==> src/rtl/music_pkg.sv <==
// rtl/music_pkg.sv - shared transport state, tempo and loop-size constants for the music datapath
package music_pkg;

   typedef enum logic [1:0] {
      STOP  = 2'd0,
      PLAY  = 2'd1,
      PAUSE = 2'd2
   } state_t;

   localparam logic [2:0] SPEED_MIN     = 3'd0;
   localparam logic [2:0] SPEED_MAX     = 3'd4;
   localparam logic [2:0] SPEED_DEFAULT = 3'd2;

   localparam logic [2:0] LOOP_W_MIN      = 3'd2;
   localparam logic [2:0] LOOP_W_MAX      = 3'd6;
   localparam int         BEATS_PER_WIDTH = 4;

   // Loop length in beats for a raw width selector; out-of-range selectors clamp.
   function automatic logic [4:0] loop_len(input logic [2:0] w);
      logic [2:0] c;
      if (w < LOOP_W_MIN)
         c = LOOP_W_MIN;
      else if (w > LOOP_W_MAX)
         c = LOOP_W_MAX;
      else
         c = w;
      return 5'(int'(c) * BEATS_PER_WIDTH);
   endfunction

endpackage

==> src/rtl/beat_sequencer_if.sv <==
// rtl/beat_sequencer_if.sv - control pulses in, beat index and transport status out
interface beat_sequencer_if #(
   parameter int BEAT_W = 12
);
   logic              play_toggle;
   logic              restart;
   logic              speed_up;
   logic              speed_down;
   logic              loop_req;
   logic [2:0]        loop_width;
   logic [BEAT_W-1:0] ibeat;
   logic              beat_tick;
   logic              playing;
   logic              looping;
   logic [2:0]        speed;
   logic [BEAT_W-1:0] loop_start;
   logic [BEAT_W-1:0] loop_end;

   modport master (
      output play_toggle, restart, speed_up, speed_down, loop_req, loop_width,
      input  ibeat, beat_tick, playing, looping, speed, loop_start, loop_end
   );

   modport slave (
      input  play_toggle, restart, speed_up, speed_down, loop_req, loop_width,
      output ibeat, beat_tick, playing, looping, speed, loop_start, loop_end
   );
endinterface

==> src/rtl/beat_timer.sv <==
// rtl/beat_timer.sv - beat-period counter with enable, clear and terminal-count pulse
module beat_timer #(
   parameter int CNT_W = 26
) (
   input  logic             clk,
   input  logic             rst,
   input  logic             en,
   input  logic             clr,
   input  logic [CNT_W-1:0] period,
   output logic             tc
);
   logic [CNT_W-1:0] cnt_q;

   // Terminal count is judged on the current period, so a clear in the same cycle still ticks.
   assign tc = en && (cnt_q == period - CNT_W'(1));

   always_ff @(posedge clk or posedge rst) begin
      if (rst)
         cnt_q <= '0;
      else if (clr || tc)
         cnt_q <= '0;
      else if (en)
         cnt_q <= cnt_q + CNT_W'(1);
   end
endmodule

==> src/rtl/beat_sequencer.sv <==
// rtl/beat_sequencer.sv - transport FSM, tempo, A-B loop capture and beat index generation
module beat_sequencer
   import music_pkg::*;
#(
   parameter int LEN         = 64,
   parameter int BEAT_W      = 12,
   parameter int BASE_PERIOD = 12_500_000,
   parameter int CNT_W       = 26
) (
   input  logic              clk,
   input  logic              rst,
   beat_sequencer_if.slave   bus
);
   localparam int                SUM_W = BEAT_W + 1;
   localparam logic [BEAT_W-1:0] LAST  = BEAT_W'(LEN - 1);
   localparam logic [CNT_W-1:0]  P_MAX = CNT_W'(BASE_PERIOD * 4);

   state_t            state_q, state_nx;
   logic [2:0]        speed_q, speed_nx;
   logic              speed_chg;
   logic [CNT_W-1:0]  period;
   logic              tc;
   logic              timer_en, timer_clr;
   logic [BEAT_W-1:0] ibeat_q, next_beat;
   logic              beat_tick_q, playing_q, looping_q, loop_req_q;
   logic [BEAT_W-1:0] loop_start_q, loop_end_q, cap_end;
   logic [SUM_W-1:0]  cap_sum;
   logic              capture;

   always_ff @(posedge clk or posedge rst) begin
      if (rst)
         state_q <= STOP;
      else
         state_q <= state_nx;
   end

   always_comb begin
      state_nx = state_q;
      if (bus.restart)
         state_nx = STOP;
      else if (bus.play_toggle) begin
         case (state_q)
            STOP:    state_nx = PLAY;
            PLAY:    state_nx = PAUSE;
            PAUSE:   state_nx = PLAY;
            default: state_nx = STOP;
         endcase
      end
   end

   // Simultaneous up/down cancels; a saturated request is not a change and keeps the counter.
   always_comb begin
      speed_nx  = speed_q;
      speed_chg = 1'b0;
      if (bus.speed_up && !bus.speed_down && speed_q < SPEED_MAX) begin
         speed_nx  = speed_q + 3'd1;
         speed_chg = 1'b1;
      end else if (bus.speed_down && !bus.speed_up && speed_q > SPEED_MIN) begin
         speed_nx  = speed_q - 3'd1;
         speed_chg = 1'b1;
      end
   end

   assign period    = P_MAX >> speed_q;
   assign timer_en  = (state_q == PLAY);
   assign timer_clr = bus.restart || speed_chg;

   beat_timer #(.CNT_W(CNT_W)) u_timer (
      .clk    (clk),
      .rst    (rst),
      .en     (timer_en),
      .clr    (timer_clr),
      .period (period),
      .tc     (tc)
   );

   always_comb begin
      next_beat = ibeat_q + BEAT_W'(1);
      if (looping_q && ibeat_q == loop_end_q)
         next_beat = loop_start_q;
      else if (ibeat_q == LAST)
         next_beat = '0;
   end

   assign capture = bus.loop_req && !loop_req_q && (state_q != STOP) && !bus.restart;
   assign cap_sum = {1'b0, ibeat_q} + SUM_W'(loop_len(bus.loop_width)) - SUM_W'(1);
   assign cap_end = (cap_sum > {1'b0, LAST}) ? LAST : cap_sum[BEAT_W-1:0];

   always_ff @(posedge clk or posedge rst) begin
      if (rst) begin
         ibeat_q      <= '0;
         beat_tick_q  <= 1'b0;
         playing_q    <= 1'b0;
         looping_q    <= 1'b0;
         loop_req_q   <= 1'b0;
         speed_q      <= SPEED_DEFAULT;
         loop_start_q <= '0;
         loop_end_q   <= '0;
      end else begin
         speed_q     <= speed_nx;
         loop_req_q  <= bus.loop_req;
         playing_q   <= (state_nx == PLAY);
         beat_tick_q <= tc && !bus.restart;
         if (bus.restart) begin
            ibeat_q   <= '0;
            looping_q <= 1'b0;
         end else begin
            if (tc)
               ibeat_q <= next_beat;
            // Capture samples the pre-tick beat even when a tick lands in the same cycle.
            if (capture) begin
               loop_start_q <= ibeat_q;
               loop_end_q   <= cap_end;
               looping_q    <= 1'b1;
            end else if (!bus.loop_req) begin
               looping_q <= 1'b0;
            end
         end
      end
   end

   assign bus.ibeat      = ibeat_q;
   assign bus.beat_tick  = beat_tick_q;
   assign bus.playing    = playing_q;
   assign bus.looping    = looping_q;
   assign bus.speed      = speed_q;
   assign bus.loop_start = loop_start_q;
   assign bus.loop_end   = loop_end_q;
endmodule
==> src/flat_wrapper.sv <==
// flat-port wrapper written by rule: the top's interface ports become plain ports
module beat_sequencer_flat import music_pkg::*;
#(
   parameter int LEN         = 64,
   parameter int BEAT_W      = 12,
   parameter int BASE_PERIOD = 12_500_000,
   parameter int CNT_W       = 26
)
  (clk, rst, bus_play_toggle, bus_restart, bus_speed_up, bus_speed_down, bus_loop_req, bus_loop_width, bus_ibeat, bus_beat_tick, bus_playing, bus_looping, bus_speed, bus_loop_start, bus_loop_end);
  beat_sequencer_if #(.BEAT_W(BEAT_W)) bus_i ();
  input  logic clk;
  input  logic rst;
  input wire logic [$bits(bus_i.play_toggle)-1:0] bus_play_toggle;
  input wire logic [$bits(bus_i.restart)-1:0] bus_restart;
  input wire logic [$bits(bus_i.speed_up)-1:0] bus_speed_up;
  input wire logic [$bits(bus_i.speed_down)-1:0] bus_speed_down;
  input wire logic [$bits(bus_i.loop_req)-1:0] bus_loop_req;
  input wire logic [$bits(bus_i.loop_width)-1:0] bus_loop_width;
  output wire logic [$bits(bus_i.ibeat)-1:0] bus_ibeat;
  output wire logic [$bits(bus_i.beat_tick)-1:0] bus_beat_tick;
  output wire logic [$bits(bus_i.playing)-1:0] bus_playing;
  output wire logic [$bits(bus_i.looping)-1:0] bus_looping;
  output wire logic [$bits(bus_i.speed)-1:0] bus_speed;
  output wire logic [$bits(bus_i.loop_start)-1:0] bus_loop_start;
  output wire logic [$bits(bus_i.loop_end)-1:0] bus_loop_end;
  assign bus_i.play_toggle = bus_play_toggle;
  assign bus_i.restart = bus_restart;
  assign bus_i.speed_up = bus_speed_up;
  assign bus_i.speed_down = bus_speed_down;
  assign bus_i.loop_req = bus_loop_req;
  assign bus_i.loop_width = bus_loop_width;
  assign bus_ibeat = bus_i.ibeat;
  assign bus_beat_tick = bus_i.beat_tick;
  assign bus_playing = bus_i.playing;
  assign bus_looping = bus_i.looping;
  assign bus_speed = bus_i.speed;
  assign bus_loop_start = bus_i.loop_start;
  assign bus_loop_end = bus_i.loop_end;
  beat_sequencer #(.LEN(LEN), .BEAT_W(BEAT_W), .BASE_PERIOD(BASE_PERIOD), .CNT_W(CNT_W)) u_core (.clk(clk), .rst(rst), .bus(bus_i));
endmodule
==> config.mk <==
export PLATFORM = sky130hd
export DESIGN_NAME = beat_sequencer_flat
export DESIGN_NICKNAME = d
export VERILOG_FILES = /design/src/rtl/music_pkg.sv /design/src/rtl/beat_sequencer_if.sv /design/src/rtl/beat_timer.sv /design/src/rtl/beat_sequencer.sv /design/src/flat_wrapper.sv
export SDC_FILE = /design/constraint.sdc
export NUM_CORES = 1
export LEC_CHECK = 0
export CORE_ASPECT_RATIO = 0.8
export CORE_MARGIN = 1
export CORE_UTILIZATION = 35
export CTS_CLUSTER_SIZE = 28
export DETAILED_ROUTE_END_ITERATION = 10
export HOLD_SLACK_MARGIN = 0.1
export SLEW_MARGIN = 25
export SYNTH_ARGS = -nofsm -noshare
export SYNTH_HDL_FRONTEND = slang
export SYNTH_HIERARCHICAL = 1
export SYNTH_SLANG_ARGS = --single-unit
==> constraint.sdc <==
create_clock -name clk -period 10.6 [get_ports clk]
set_input_delay 2.65 -clock clk [delete_from_list [all_inputs] [get_ports clk]]
set_output_delay 2.65 -clock clk [all_outputs]
set_load 0.005 [all_outputs]
Yosys cells after proc, flatten, opt, wreduce, memory -nomap -nowiden
Cells that the tools add are included.
{"block": "word_totals", "regBits": 71, "in_bits": 10, "out_inout_bits": 42, "elab_cells": 73}
{"block": "classes", "add_sub_neg": 7, "order_cmp": 5, "eq_ne": 7, "shifts": 1, "mux": 19, "bitwise_logic": 1, "n_reduce_logical": 23}
{"operator": "$mux 12", "count": 5}
{"operator": "$mux 26", "count": 2}
{"operator": "$add 26x1->26 const B", "count": 1}
{"operator": "$eq 26x26->1", "count": 1}
{"operator": "$shr 26x3->26 const A", "count": 1}
{"operator": "$sub 26x1->26 const B", "count": 1}
{"operator": "$add 12x5->13", "count": 1}
{"operator": "$gt 13x6->1 const B", "count": 1}
{"operator": "$sub 13x1->13 const B", "count": 1}
{"operator": "$add 12x1->12 const B", "count": 1}
{"operator": "$eq 12x12->1", "count": 1}
{"operator": "$eq 12x6->1 const B", "count": 1}
{"operator": "$mux 3", "count": 4}
{"operator": "$logic_and 1x1->1", "count": 10}
{"operator": "$reduce_bool 2->1", "count": 4}
{"operator": "$mux 1", "count": 5}
{"operator": "$eq 2x1->1 const B", "count": 2}
{"operator": "$logic_not 1->1", "count": 4}
{"operator": "$mux 2", "count": 2}
{"operator": "$pmux 2 s2", "count": 1}
{"operator": "$add 3x1->3 const B", "count": 1}
{"operator": "$gt 3x1->1 const B", "count": 1}
{"operator": "$gt 3x3->1 const B", "count": 1}
{"operator": "$lt 3x2->1 const B", "count": 1}
{"operator": "9 further kinds", "count": 10}

Logic depth before layout (Yosys ltp)
{"block": "logic_depth", "ltp_word": 8, "depth_mapped": 17, "ltp_nobuf": 14}

Hierarchy
Netlist, hierarchy kept.
{"mod": "beat_sequencer", "instances": 1, "cells_per_inst": 361, "area_per_inst_um2": 3219.3, "seq_area_each_um2": 1127.3}
{"mod": "beat_timer", "instances": 1, "cells_per_inst": 263, "area_per_inst_um2": 2373.5, "seq_area_each_um2": 650.6}

Worst setup path after synthesis
Ideal clock, no wire load.
{"block": "synth_path", "kind": "input to register", "from": "input bus_loop_width[2]", "to": "register u_core.loop_end_q[3], in the netlist u_core/bus.loop_end[3]", "setup_time_ps": 125, "arrival_ps": 4784, "required_time_ps": 10475, "slack_ps": 5691, "stages": 13, "path_buffers": 0, "path_cell_list": "inv_1 > nor2_1 > o21ai_0 > ha_1 > inv_1 > ha_1 > a211o_1 > nand2_1 > a221oi_1 > mux2i_1 > o311ai_0 > nor4_1 > nor2_1"}
{"block": "synth_between", "elab_chain_len": 7, "word_cells_on_any_way": 8, "cone_classes": "add/sub: 2; order compare: 3; mux: 3"}
{"item": "start: declaration", "line_no": "flat_wrapper.sv:18", "rtl": "input wire logic [$bits(bus_i.loop_width)-1:0] bus_loop_width;"}
{"item": "$gt 3x3->1", "line_no": "music_pkg.sv:23", "rtl": "else if (w > LOOP_W_MAX)"}
{"item": "$mux 3", "line_no": "music_pkg.sv:23"}
{"item": "$mux 3 *", "line_no": "music_pkg.sv:21", "rtl": "if (w < LOOP_W_MIN)"}
{"item": "$add 12x5->13 *", "line_no": "beat_sequencer.sv:86", "rtl": "assign cap_sum = {1'b0, ibeat_q} + SUM_W'(loop_len(bus.loop_width)) - SUM_W'(1);"}
{"item": "$sub 13x1->13 *", "line_no": "beat_sequencer.sv:86"}
{"item": "$gt 13x6->1", "line_no": "beat_sequencer.sv:87", "rtl": "assign cap_end = (cap_sum > {1'b0, LAST}) ? LAST : cap_sum[BEAT_W-1:0];"}
{"item": "$mux 12 *", "line_no": "beat_sequencer.sv:87"}
{"item": "end signal: assignment", "line_no": "beat_sequencer.sv:113", "rtl": "loop_end_q <= cap_end;"}
{"item": "end: declaration", "line_no": "beat_sequencer.sv:26", "rtl": "logic [BEAT_W-1:0] loop_start_q, loop_end_q, cap_end;"}
Every way passes the cells marked *; elsewhere a longest branch is shown, timed or not.
A chain may end at the register's enable or synchronous reset.

Final worst setup path
{"block": "layout_path", "from": "input bus_loop_width[2]", "to": "register u_core.loop_end_q[2], in the netlist u_core/bus.loop_end[2]"}
The elaborated chain is that of the path after synthesis.

==> flow_metrics.tcl <==
set metrics [dict create \
    netlist_top_cells_area "dfrtp_1, xnor2_1, ha_1" \
    fin_nets 704 \
    grt_pass1_vias 4502 \
    nFillCells 1539 \
    cts_tree "yes" \
    whs_ns 0.540 \
    cts-root-buf "clkbuf_16" \
    slew_viol_final 0 \
    synth_cell_types 80 \
    numPortBuffers 51 \
    antenna_found_initial 0 \
    synth.net_count 662 \
    grt_max_degree 49 \
    syn-cell-area_um2 5590 \
    period_share_pct 51.1 \
    num_antenna_cells 0 \
    ctsHoldBuffers 0 \
    die_h_um 115 \
    die_area_um2 16500 \
    synth-edff-count 0 \
    h-tree-depth 3 \
    synth-main-ff-cell "dfrtp_1" \
    finalCriticalPeriod_ns 5.41 \
    critPathLaunchType "input port" \
    powerDensity_nw_per_um2 162 \
    synth-seq-area-share_pct 31.8 \
    cts_resized 0 \
    syn_inst 624 \
    yosys.area.top_type "dfrtp_1" \
    clk_pin_slew_ns 0.06 \
    critical_path.endpoint_type "flop" \
    crit_path_max_fanout 4 \
    worst_slew_pin_slew_ns 0.797 \
    start_util_pct 36.5 \
    wl_per_cell_um 17.8 \
    clock_latency_ns 0.34 \
    track_usage_pct 19.9 \
    synth.top_cell.area_share_pct 31.3 \
    fin_skew_ns 0.0115 \
    setup_viol 0 \
    ctsLongestPathBuffers 2 \
    routed_wl_um 15700 \
    fmax_mhz 185 \
    drc 0 \
    vias 4895 \
    detail_route.iter0.violations 358 \
    core-area_um2 15300 \
    ir_worst_vdd_mv 0.0898 \
    finalHoldViolations 0 \
    cp_data_arrival_time_ns 5.63 \
    required_ns 10.81 \
    drive_gt1_share_pct 11.6 \
    vias_per_cell 5.56 \
    worstHoldPathType "reg2reg" \
    synthArstFlopShare_pct 100 \
    yosysWarnings 6 \
    die_w_um 143 \
    cts_buffers 9 \
    gp_congestion 0.890 \
    pin_count 52 \
    grt_setup_unrepaired "false" \
    maxCapViolations 0 \
    cts_setup_buffers 0 \
    p_leak_nw 2.60 \
    syn_to_final_growth_pct 17.6 \
    critical_path_class "in2reg" \
    tns_ns 0 \
    layout_common_cells "dfrtp_1, nor2_1, clkdlybuf4s50_1" \
    rows 40 \
    total_power_w 0.00106 \
    relSlewSlack_pct 46.3 \
    ys_ff_latch 71 \
    final_common_cell "dfrtp_1" \
    instances_no_fill 881 \
    cts.sinks 71 \
    status "finished clean" \
    place_hpwl_um 11700 \
    dp_cells 865 \
    drtPass1Iterations 5 \
    avgSynthCellArea_um2 8.96 \
    ant_nets 0 \
    grt-ovfl-total 0 \
    grt_pass1_wl_um 25200 \
]
[worst max-delay path: stages]
cell             delay [ns]
clkdlybuf4s50_1        0.47
inv_1                  0.06
nor2_1                 0.13
o21ai_0                0.11
ha_1                   0.32
inv_1                  0.06
ha_1                   0.27
a211o_1                0.30
a21oi_1                0.25
mux2i_1                0.23
o2111a_1               0.22
nand4_1                0.17
nor3_2                 0.27
a21oi_1                0.12
[state kept, by name, summed over array words and instances, names as in the netlist]
register               cells
u_core/state_q             2
u_core/bus.beat_tick       1
u_core/bus.speed           3
u_core/u_timer/cnt_q      26
u_core/bus.ibeat          12
u_core/bus.loop_start     12
u_core/bus.looping         1
u_core/bus.playing         1
u_core/loop_req_q          1
u_core/bus.loop_end       12
[synthesized netlist by cell type (3+ instances only)]
library cell   n
o31ai_1        3
o22ai_1        3
a32o_1         3
nand2_1       42
a21o_1         3
a211oi_1       4
a21oi_1       26
o211ai_1       3
or3_1          3
nand4_1       13
nor3b_1        4
or4_1          4
mux2_2        14
nor2b_1       14
clkbuf_1      13
nor4_4         3
xnor2_1       50
nor4_1        12
xor2_1        25
a22oi_1        4
nor3_2        22
mux2i_1        5
nand3b_1       3
dfrtp_1       70
nor2_1        64
nand3_1       18
a22o_1         3
or2_2          3
a31oi_1        7
nor3_1        23
nand2b_1       8
and3_1         6
and4_1         5
ha_1          26
inv_1         38
o21ai_0       17
o21a_1         3
[cells by family (layout without fill, tap and decap cells)]
| family | Yosys count | in the layout | synth area share (%) |
|---|---|---|---|
| mux | 19 | 19 | 3.71 |
| buf+inv | 63 | 110 | 5.30 |
| compound gates | 102 | 102 | 12.7 |
| fa+ha+maj | 28 | 28 | 6.53 |
| simple gates | 266 | 266 | 28.2 |
| flops | 71 | 71 | 31.8 |
| xor+xnor | 75 | 75 | 11.7 |
[layer usage]
metal	up-vias	global-route usage [%]	wire, um
met5	-	0	0
met4	0	4.54	146
met3	12	2.62	727
met2	150	27.3	6370
met1	2412	32.3	8460
li1	2321	-	-
[through the flow]
stage	utilization (%)	cell area [um^2]	setup WS, ns
2_1_floorplan	-	5590	5.69
3_3_place_gp	40.8	6250	4.88
3_5_place_dp	40.8	6250	4.77
4_1_cts	42.9	6570	5.12
5_1_grt	42.9	6580	4.94
6_report	42.9	6580	5.19
[power by group]
group | leakage (nW) | switching (W) | internal, W | total (W)
Sequential | 0.946 | 0.0000388 | 0.000289 | 0.000328
Combinational | 1.50 | 0.000243 | 0.000164 | 0.000406
Clock | 0.153 | 0.000121 | 0.000208 | 0.000329
[area by class of cell]
class	instances	area, um^2	share of cell area (%)
sequential	71	1780	27.0
clock buffer	10	229	3.48
clock inverter	6	93.8	1.43
tap	210	263	4.00
inverter	38	144	2.19
multi-input combinational	490	3520	53.5
timing repair buffer	56	548	8.33
[path summary, 6_finish.rpt]
check / start / endpoint / slack [ns] / depth (start not counted)
setup / recovery: bus_loop_width[2] / u_core/bus.loop_end[2] / 5.19 / 14
hold / removal: u_core/bus.loop_start[1] / u_core/bus.loop_start[1] / 0.54 / 1
setup reg to reg: u_core/bus.speed[2] / u_core/bus.ibeat[9] / 5.82 / 13
min in group asynchronous: rst / u_core/u_timer/cnt_q[6] / 2.79 / 2
max in group asynchronous: rst / u_core/bus.speed[2] / 7.27 / 2
hold reg to reg: u_core/bus.loop_start[1] / u_core/bus.loop_start[1] / 0.54 / 1
Power figures use the tool's default switching activity.
==> variant (config.mk and constraints unchanged) <==
`LEN` is set to 64 in 2 places; all go to 32.
--- a/src/rtl/beat_sequencer.sv
+++ b/src/rtl/beat_sequencer.sv
@@ -3,5 +3,5 @@
    import music_pkg::*;
 #(
-   parameter int LEN         = 64,
+   parameter int LEN         = 32,
    parameter int BEAT_W      = 12,
    parameter int BASE_PERIOD = 12_500_000,
--- a/src/flat_wrapper.sv
+++ b/src/flat_wrapper.sv
@@ -2,5 +2,5 @@
 module beat_sequencer_flat import music_pkg::*;
 #(
-   parameter int LEN         = 64,
+   parameter int LEN         = 32,
    parameter int BEAT_W      = 12,
    parameter int BASE_PERIOD = 12_500_000,
Check against the original RTL: same outputs for any inputs over 10 cycles, from zero or initial values and one cycle with rst high; that may be too few to reach the edited logic, so the function may still have changed.
==> variant against the original RTL <==
  * Register-to-register slack got worse by 0.22 ns
  * Critical path type unchanged
  * Worst setup slack got worse by 0.24 ns
  * Synthesized area is 1.7% higher
  * Cell area up 0.74%
  * Power fell by 2.6%
  * Sequential cell count is the same
  * Wire length is 3.8% higher
  * Clock skew decreased by 0.0027 ns
==> variant: results (changes against the original RTL) <==
Critical path
  • Max stage delay on crit path: 0.80 ns (+0.33 ns)

Power and ir drop
  • Max VDD drop: 0.0000739 V (-18%)
  • Switching Share: 40.3% (+2.4 points)
  • Flip-flop and latch power: 323 uW (-2%)

Yosys
  • Sequential share of the synthesized area: 31.3% (-0.52 points)
  • Yosys cell types: 86 (+7.5%)

Global routing
  • Vias in the first global route: 4686 (+4.1%)
  • All-Layer GR Usage: 20.4% (+0.49 points)
  • Met3 GRT Util: 4.50% (+1.9 points)
  • Largest net degree at the start of global routing: 46 (-6.1%)

Detailed routing
  • Total number of vias: 4948 (+1.1%)
  • Post-Route M1 WL: 8340 um (-1.4%)
  • Wire per inst: 18.3 um (+2.6%)

Final layout
  • Layout area overhead: 16.5%
  • Share of cells above drive strength 1: 11.8% (+0.21 points)
  • Clock buf/inv share: 4.14% (-0.77 points)
  • Non-clock buffering overhead: 8.27% (-0.061 points)
  • Sequential cell area share: 26.8% (-0.20 points)
  • Fraction of area in multi-input gates: 54.2% (+0.70 points)
  • Finished Layout Cells: 891 (+1.1%)
  • Inverters excl. clock: 43 (+13%)

STA
  • Worst setup margin: 4.94 ns (-0.243 ns)

Status
  • Outcome: finished, final reports clean

Placement
  • Placement Setup Slack: 4.59 ns (-0.183 ns)
  • GPL Wtd Cong: 0.905 (+1.6%)
==> variant: final timing paths <==
| path | endpoint | cells after the start | slack (ns) | startpoint |
|---|---|---|---|---|
| max | u_core/bus.loop_end[3] | 13 | 4.94 | bus_loop_width[2] |
| min reg2reg | u_core/bus.loop_end[10] | 1 | 0.53 | u_core/bus.loop_end[10] |
| max in group asynchronous | u_core/bus.speed[0] | 2 | 7.28 | rst |
| max reg2reg | u_core/bus.ibeat[6] | 13 | 5.60 | u_core/bus.speed[2] |
| min in group asynchronous | u_core/u_timer/cnt_q[13] | 2 | 2.78 | rst |
| min | u_core/bus.loop_end[10] | 1 | 0.53 | u_core/bus.loop_end[10] |
==> variant: cells by family (layout without fill, tap and decap cells) <==
group,after synthesis,in the layout,synth area share [%]
fa+ha+maj,28,28,6.42
simple gates,253,253,26.3
xor+xnor,76,76,11.7
buf+inv,70,115,5.70
compound gates,114,114,14.9
flops,71,71,31.3
mux,19,19,3.67
